<file path="src/rtl/timer_dev.sv">
// Memory-mapped down-counter timer: CTRL/PRESET/COUNT registers, a four-state
// IDLE/LOAD/CNT/INT sequencer, and a maskable one-shot level or auto-reload pulse irq.
module timer_dev #(
  parameter logic [31:0] PRESET_RST = 32'h0000_0000
) (
  input  logic        clk,
  input  logic        rst,
  input  logic        sel,
  input  logic        we,
  input  logic [1:0]  addr,
  input  logic [31:0] din,
  output logic [31:0] dout,
  output logic        irq
);

  typedef enum logic [1:0] {IDLE, LOAD, CNT, INT} state_t;

  state_t      state_q, state_d;
  logic [3:0]  ctrl_q, ctrl_d;
  logic [31:0] preset_q, preset_d;
  logic [31:0] count_q, count_d;
  logic        pend_q, pend_d;

  logic wr_ctrl, wr_preset, auto_mode, pend_set;

  assign wr_ctrl   = sel & we & (addr == 2'd0);
  assign wr_preset = sel & we & (addr == 2'd1);
  // Only MODE=01 reloads; 10 and 11 behave as one-shot.
  assign auto_mode = (ctrl_q[2:1] == 2'b01);

  always_comb begin
    state_d  = state_q;
    ctrl_d   = ctrl_q;
    preset_d = preset_q;
    count_d  = count_q;
    pend_d   = pend_q;
    pend_set = 1'b0;

    case (state_q)
      IDLE: begin
        if (ctrl_q[0]) state_d = LOAD;
      end
      LOAD: begin
        count_d = preset_q;
        state_d = CNT;
      end
      CNT: begin
        if (!ctrl_q[0]) begin
          state_d = IDLE;
        end else if (count_q > 32'd1) begin
          count_d = count_q - 32'd1;
        end else begin
          count_d = 32'd0;
          state_d = INT;
        end
      end
      INT: begin
        if (auto_mode) begin
          state_d = LOAD;
        end else begin
          ctrl_d[0] = 1'b0;
          pend_set  = 1'b1;
          state_d   = IDLE;
        end
      end
      default: state_d = IDLE;
    endcase

    // A bus write overrides the automatic EN clear; a one-shot event overrides the PEND clear.
    if (wr_ctrl | wr_preset) pend_d = 1'b0;
    if (pend_set)            pend_d = 1'b1;
    if (wr_ctrl)             ctrl_d = din[3:0];
    if (wr_preset)           preset_d = din;
  end

  always_ff @(posedge clk or posedge rst) begin
    if (rst) begin
      state_q  <= IDLE;
      ctrl_q   <= 4'b0000;
      preset_q <= PRESET_RST;
      count_q  <= 32'd0;
      pend_q   <= 1'b0;
    end else begin
      state_q  <= state_d;
      ctrl_q   <= ctrl_d;
      preset_q <= preset_d;
      count_q  <= count_d;
      pend_q   <= pend_d;
    end
  end

  always_comb begin
    case (addr)
      2'd0:    dout = {28'd0, ctrl_q};
      2'd1:    dout = preset_q;
      2'd2:    dout = count_q;
      default: dout = 32'd0;
    endcase
  end

  assign irq = ctrl_q[3] & ((state_q == INT) | pend_q);

endmodule

</file>
<file path="config.mk">
export PLATFORM = sky130hd
export DESIGN_NAME = timer_dev
export DESIGN_NICKNAME = d
export VERILOG_FILES = /design/src/rtl/timer_dev.sv
export SDC_FILE = /design/constraint.sdc
export NUM_CORES = 1
export LEC_CHECK = 0
export ABC_AREA = 1
export CAP_MARGIN = 20
export CELL_PAD_IN_SITES_DETAIL_PLACEMENT = 1
export CELL_PAD_IN_SITES_GLOBAL_PLACEMENT = 1
export CORE_MARGIN = 2
export CORE_UTILIZATION = 39
export CTS_CLUSTER_DIAMETER = 50
export DETAILED_ROUTE_END_ITERATION = 7
export HOLD_SLACK_MARGIN = 0.15
export PLACE_DENSITY_LB_ADDON = 0.1
export SLEW_MARGIN = 20
export SYNTH_ARGS = -nofsm -noshare
export SYNTH_HDL_FRONTEND = slang
export SYNTH_SLANG_ARGS = --single-unit
</file>
<file path="constraint.sdc">
create_clock -name clk -period 2.9 [get_ports clk]
set_input_delay 0.58 -clock clk [delete_from_list [all_inputs] [get_ports clk]]
set_output_delay 0.58 -clock clk [all_outputs]
set_load 0.01 [all_outputs]
</file>
After elaboration in Yosys (flattened, before gate mapping)
Index checks and enable logic that the tools add are counted.

word-level totals
  output and inout port bits = 33
  register bits = 71

operators by class
  bitwise gates (word level) = 6
  multiplexer cells = 16
  magnitude comparators = 1
  $add $sub $neg = 1
  reductions and logical operators = 8
  eq/ne operators = 10

operators with widths
  kind                                                             number
  one-hot mux 32 bit (3 select lines)                              1
  2-to-1 mux 32 bit                                                2
  one-hot mux 32 bit (2 select lines)                              1
  greater-than comparator 32 x 1 -> 1 bit (second input constant)  1
  subtractor 32 x 1 -> 32 bit (second input constant)              1
  2-to-1 mux 1 bit                                                 8
  one-hot mux 2 bit (4 select lines)                               1
  == test 2 x 1 -> 1 bit (second input constant)                   3
  == test 2 bit (second input constant)                            3
  2-to-1 mux 2 bit                                                 3
  inequality test 2 bit (second input constant)                    3
  AND reduction 2 bit                                              3
  nonzero test 2 bit                                               3
  bitwise AND 1 bit                                                4
  zero test 2 bit                                                  2
  inequality test 3 bit (second input constant)                    1
  bitwise OR 1 bit                                                 2

Longest topological paths before layout
Gate-level depths: netlist of the first run.

  depth in word-level cells = 5
  mapped depth = 12
  mapped depth without buffers = 11

Worst setup path before layout of the first run
OpenSTA, ideal clock, no wires.

  path type = input -> output
  start point = input port addr[0]
  end point = output port dout[16]
  arrival = 1.482 ns
  data required time = 2.320 ns
  stages = 6
  slack = 0.838 ns
  path through = inv_2 > nor2_2 > inv_1 > clkbuf_1 > buf_2 > o21ai_0

between the ends
  longest elaborated chain between the ends = 2

RTL lines
  what                                   line  text
  start: declaration                     10    input logic [1:0] addr,
  == test 2 bit (tied with other cells)  93    case (addr)
  one-hot mux 32 bit (3 select lines) *  93
  end: declaration                       12    output logic [31:0] dout,

Mark *: on every way between the ends. The rest lies on a longest branch, timed or not.

Worst setup path in the final report of the first run
  start point = input port addr[0]
  end point = output port dout[17]

The elaborated chain is that of the path after synthesis.

==> flow_metrics.py, run 1 <==
metrics = {
    "status": {
        "status": "complete, no violations",
    },
    "route": {
        "dr.pass1.iters": 4,
        "viasPerCell": 5.257,
        "routed_wl_um": 14580,
        "drt_first_iter_violations": 197,
        "drcViolationCount": 0,
        "ant_nets": 0,
        "vias": 4426,
        "wl_per_cell_um": 17.31,
    },
    "clocking": {
        "clkLatencyLatePin_ps": 340,
        "max-clock-path-buffers": 2,
        "clock_sinks": 71,
        "tritoncts.num_buffers": 9,
        "tritoncts": "done",
        "htree_num_levels": 3,
        "cts_hold_buf": 0,
        "clkTransAtPathRegs_ps": 60,
        "cts_root_buffer": "clkbuf_16",
        "post_cts_resized": 0,
        "cts_setup_buffers": 0,
    },
    "pwr": {
        "power_density_mw_per_mm2": 919.1,
        "p_leak_nw": 2.717,
        "vdd_drop_max_uv": 607.0,
        "p_total_w": 0.005275,
    },
    "floorplan": {
        "ioPinCount": 71,
        "initial_core_util_pct": 40.48,
        "rows": 38,
        "dieArea_sq_mm": 0.01227,
        "core_region_area_sq_mm": 0.01098,
        "die_x_um": 110.8,
        "dieHeight_um": 110.8,
    },
    "finish": {
        "final_common_cell": "nand2_1",
        "fin_nets": 737,
        "instances_no_fill": 842,
        "areaGrowthSynthToFinish_pct": 29.10,
        "diodes": 0,
        "post-route-util_pct": 52.26,
        "final_cell_mix": "nand2_1, dfrtp_1, inv_1, clkdlybuf4s50_1, nor2_1",
        "drive_above_1_share_pct": 11.82,
        "nFillCells": 1395,
    },
    "critical_path": {
        "start_kind": "input pin",
        "critPathRequiredTime_ps": 2320,
        "rrSetupSlack_ps": 740,
        "criticalPathCategory": "input pin to primary output",
        "rr_worst_depth": 11,
        "endpoint_kind": "primary output",
        "path_max_fanout": 21,
        "worstPathArrival_ps": 2220,
        "r2r-start": "count_q[0]",
        "crit-reg2reg-capture": "count_q[21]",
    },
    "grt": {
        "grt_pass1_vias": 4886,
        "antenna_found_initial": 0,
        "grt_pass1_wl_um": 24210,
        "grt-ovfl-total": 0,
        "grt_max_degree": 63,
        "grt_usage_pct": 24.38,
    },
    "timing": {
        "setup_viol": 0,
        "final-hold-violation-count": 0,
        "layout_min_cycle_time_ps": 2800,
        "max_slew_margin_pct": 66.11,
        "tns_ps": 0,
        "post-route-period-util_pct": 96.57,
        "clock_skew_ps": 6.496,
        "max_freq_mhz": 357.1,
        "rsz0062_at_grt": "no",
        "worst_pin_slew_ps": 507.6,
        "drv_slew": 0,
    },
    "synth": {
        "seq_area_frac_synth_pct": 39.97,
        "synth_top_family_by_area": "simple AND/OR/NAND/NOR gates",
        "synth_compound_area_share_pct": 14.47,
        "netlist_area_sq_mm": 0.004446,
        "ys_seq_elements": 71,
        "synth_adder_area_share_pct": 0.5629,
        "ys_warn_count": 0,
        "synth_cells": 621,
        "synth_cell_type_count": 33,
        "synth_xor_area_share_pct": 3.546,
        "synth.avg_cell_area_sq_um": 7.159,
        "syn-num-nets": 661,
        "synthMuxAreaShare_pct": 0,
        "synth-simple-area-share_pct": 31.89,
    },
    "placed_design": {
        "portBuffers": 70,
        "dp.cells": 826,
        "dp_hpwl_um": 10630,
        "gp_congestion": 0.8990,
    },
    "worst_hold_path": {
        "hold_start": "count_q[29]",
        "worst_hold_path.endpoint": "count_q[29]",
        "hold-path-cell-count": 2,
        "hold_class": "flip-flop to flip-flop",
    },
    "flow_run": {
        "maxCapViolations": 0,
    },
}
-- critical path, stage by stage --
cell	delay, ps
clkdlybuf4s50_1	500
inv_2	60
nor2_2	100
inv_1	100
buf_12	160
o22ai_1	140
clkdlybuf4s50_1	570
-- cell type report --
type                            count  area, sq um  area share [%]
Clock buffer                        9        225.2           3.924
Clock inverter                      7        120.1           2.093
Inverter                           74        277.8           4.840
Multi-Input combinational cell    452         2253           39.26
Sequential cell                    71         1777           30.96
Tap cell                          140        175.2           3.052
Timing Repair Buffer               89        910.9           15.87
-- synthesized netlist by cell type --
library cell	n	area share, %
a21oi_1	9	1.0
a21oi_4	1	0.37
a31oi_1	7	0.99
buf_1	1	0.084
buf_12	1	0.45
buf_2	15	1.7
buf_4	2	0.34
buf_6	2	0.51
clkbuf_1	3	0.25
dfrtp_1	71	40
ha_1	2	0.56
inv_1	69	5.8
inv_2	5	0.42
nand2_1	203	17
nand2_2	6	0.84
nand2_4	5	1.3
nand3_1	31	3.5
nand4_1	3	0.42
nor2_1	59	5.0
nor2_2	11	1.5
nor2_4	6	1.5
nor2_8	1	0.45
nor3_1	2	0.23
o211ai_1	1	0.17
o21ai_0	53	6.0
o21ai_1	3	0.34
o21ai_2	4	0.79
o221ai_1	3	0.59
o22ai_1	17	2.4
o22ai_2	6	1.7
o31ai_1	1	0.17
xnor2_1	1	0.20
xor2_1	17	3.3
-- through the flow --
step,setup slack [ps],instance area [sq um],hold slack [ps]
final,99.51,5739,514.2
after global routing,6.339,5739,545.3
after CTS,23.38,5717,520.0
after detailed placement,-3.453,5371,503.4
after global placement,69.38,5371,487.9
after floorplan,523.4,4446,463.4
-- metal layers --
metal	up-vias	track usage [%]	wire [um]
li1	2122	-	-
met1	2206	29.26	6362
met2	76	43.84	7455
met3	22	3.882	452
met4	0	9.000	308
met5	-	0	0
-- how the worst max path moves through the flow --
stage	slack, ps	depth (start not counted)	startpoint	to
floorplan	520	1	rst	count_q[0]
global placement	70	7	addr[0]	dout[2]
detailed placement	-3	7	addr[0]	dout[2]
CTS	20	6	addr[1]	dout[2]
global route	6	7	addr[0]	dout[31]
finish	100	7	addr[0]	dout[17]
-- flip-flops by register name, summed over array words and instances (netlist names) --
| signal | count |
|---|---|
| state_q | 2 |
| count_q | 32 |
| preset_q | 32 |
| pend_q | 1 |
| ctrl_q | 4 |
-- cell families after synthesis --
kind of cell | after synthesis
adder cells (fa/ha/maj) | 2
AND/OR/NAND/NOR | 327
flip-flops | 71
AO/OA/AOI/OAI | 105
XOR/XNOR | 18
buffers and inverters | 98
-- where the power goes --
| part | switching [W] | total (W) | internal [W] |
|---|---|---|---|
| logic | 0.00142 | 0.00227 | 0.000847 |
| registers | 0.000373 | 0.00170 | 0.00133 |
| clock network | 0.000455 | 0.00130 | 0.000843 |
| total | 0.00225 | 0.00527 | 0.00302 |
Note: power is estimated with default switching activity, not from simulation.
==> run 2: changes to the inputs <==
==> constraint.sdc (replaced) <==
create_clock -name clk -period 2.9 [get_ports clk]
set_input_delay 0.87 -clock clk [delete_from_list [all_inputs] [get_ports clk]]
set_output_delay 0.87 -clock clk [all_outputs]
set_load 0.01 [all_outputs]
==> run 2 against run 1 <==
Effect of this change: non-clock buffer count shrank 1; power down 5.1%; routed wire length shrank 3.4%; clock skew is 0.55 ps lower; worst hold slack gained 6.2 ps; clock-buffer cell count grew 3; first-iteration DRC count decreased by 8.6%; critical path depth shrank 1; setup slack better by 11 ps; design area down 1.8%; flip-flop and latch count stayed put; critical path type unchanged.
==> flow_metrics.py, run 2 (synthesis results as in run 1) <==
metrics = {
    "route": {
        "viasPerCell": 5.175,
        "dr.pass1.iters": 4,
        "vias": 4352,
        "drt_first_iter_violations": 180,
        "ant_nets": 0,
        "routed_wl_um": 14090,
        "wl_per_cell_um": 16.75,
        "drcViolationCount": 0,
    },
    "finish": {
        "seqCellArea_sq_mm": 0.001777,
        "nFillCells": 1390,
        "final_cell_mix": "nand2_1, dfrtp_1, inv_1, nor2_1, o21ai_0",
        "drive_above_1_share_pct": 15.55,
        "areaGrowthSynthToFinish_pct": 26.77,
        "largestRegisters": "count_q: 32 flops, preset_q: 32 flops, ctrl_q: 4 flops",
        "multi_input_area_sq_mm": 0.002271,
        "final_common_cell": "nand2_1",
        "post-route-util_pct": 51.31,
        "fin_nets": 736,
        "diodes": 0,
    },
    "worst_hold_path": {
        "hold_class": "flip-flop to flip-flop",
    },
    "clocking": {
        "tritoncts": "done",
        "clkLatencyLatePin_ps": 340,
        "max-clock-path-buffers": 2,
        "post_cts_resized": 118,
        "clkTransAtPathRegs_ps": 60,
        "clock_sinks": 71,
        "cts_root_buffer": "clkbuf_16",
        "cts_hold_buf": 0,
        "tritoncts.num_buffers": 9,
        "htree_num_levels": 3,
        "cts_setup_buffers": 0,
    },
    "critical_path": {
        "critPathRequiredTime_ps": 2030,
        "path_buf_inv": 4,
        "crit_top_cell": "dlygate4sd2_1",
        "max_stage_delay_ps": 290,
        "crit_chain": "dlygate4sd2_1 > inv_2 > nand2_2 > buf_12 > o21ai_1 > dlygate4sd2_1",
        "rrSetupSlack_ps": 830,
        "criticalPathCategory": "input pin to primary output",
        "worstPathArrival_ps": 1920,
        "critPathTopFamily": "buffers and inverters",
        "endpoint_kind": "primary output",
        "critPathSlowestCell": "dlygate4sd2_1",
        "start_kind": "input pin",
        "path_max_fanout": 12,
    },
    "timing": {
        "rsz0062_at_grt": "no",
        "fin_hold_ws_ps": 520.4,
        "layout_min_cycle_time_ps": 2790,
        "tns_ps": 0,
        "worst_pin_slew_ps": 413.3,
        "setup_viol": 0,
        "post-route-period-util_pct": 96.19,
        "max_freq_mhz": 358.5,
        "setup_ws_ps": 110.4,
        "final-hold-violation-count": 0,
        "drv_slew": 0,
        "max_slew_margin_pct": 72.45,
        "clock_skew_ps": 5.941,
    },
    "grt": {
        "grt_pass1_wl_um": 23960,
        "grt_usage_pct": 24.08,
        "grt_max_degree": 72,
        "grt_pass1_vias": 4804,
        "grt-ovfl-total": 0,
        "antenna_found_initial": 0,
    },
    "pwr": {
        "power_density_mw_per_mm2": 888.6,
        "vdd_drop_max_uv": 366.3,
        "p_leak_nw": 2.640,
    },
    "status": {
        "status": "complete, no violations",
    },
    "placed_design": {
        "pre_cts_slack_ps": -527.3,
        "portBuffers": 70,
        "dp_hpwl_um": 10130,
        "gp_congestion": 0.8967,
    },
    "floorplan": {
        "die_x_um": 110.8,
        "rows": 38,
        "dieArea_sq_mm": 0.01227,
        "dieHeight_um": 110.8,
        "ioPinCount": 71,
        "initial_core_util_pct": 40.48,
        "core_region_area_sq_mm": 0.01098,
    },
    "flow_run": {
        "maxCapViolations": 0,
    },
}
## run 2: metal layers
| metal | vias up | part of all wire (%) | GRT usage [%] |
|---|---|---|---|
| li1 | 2115 | - | - |
| met1 | 2144 | 45 | 30.86 |
| met2 | 74 | 50 | 41.72 |
| met3 | 19 | 2.5 | 2.843 |
| met4 | 0 | 1.8 | 8.917 |
| met5 | - | 0 | 0 |
## run 2: final timing paths
path	start	end	depth (start not counted)
setup / recovery	addr[0]	dout[29]	6
hold / removal	count_q[31]	count_q[31]	2
setup reg to reg	count_q[0]	count_q[17]	12
hold reg to reg	count_q[31]	count_q[31]	2
max in group asynchronous	rst	count_q[22]	3
min in group asynchronous	rst	preset_q[7]	3
## run 2: area by class of cell
cell class	instances	share of cell area [%]
Multi-Input combinational cell	452	40.30
Sequential cell	71	31.53
Timing Repair Buffer	88	14.96
Inverter	74	4.929
Clock buffer	12	4.374
Tap cell	140	3.108
Clock inverter	4	0.7993
## run 2: where the power goes
| part | internal, W | total (W) | switching (W) | leakage, nW |
|---|---|---|---|---|
| Sequential | 0.00133 | 0.00170 | 0.000369 | 0.865 |
| Combinational | 0.000800 | 0.00220 | 0.00140 | 1.63 |
| Clock | 0.000685 | 0.00111 | 0.000422 | 0.146 |
## run 2: metrics by stage
stage / total power [W] / instance area [sq um] / cells
floorplan: 0.003176 / 4446 / 621
global placement: 0.003843 / 5376 / 825
detailed placement: 0.003940 / 5376 / 825
CTS: 0.005051 / 5635 / 841
global route: 0.005402 / 5635 / 841
finish: 0.005008 / 5635 / 841
## run 2: tightest hold or removal path, delay by kind of cell (launching register included)
family	cells	cell delay [ps]
DFF	1	370
and+or+nand+nor	2	120
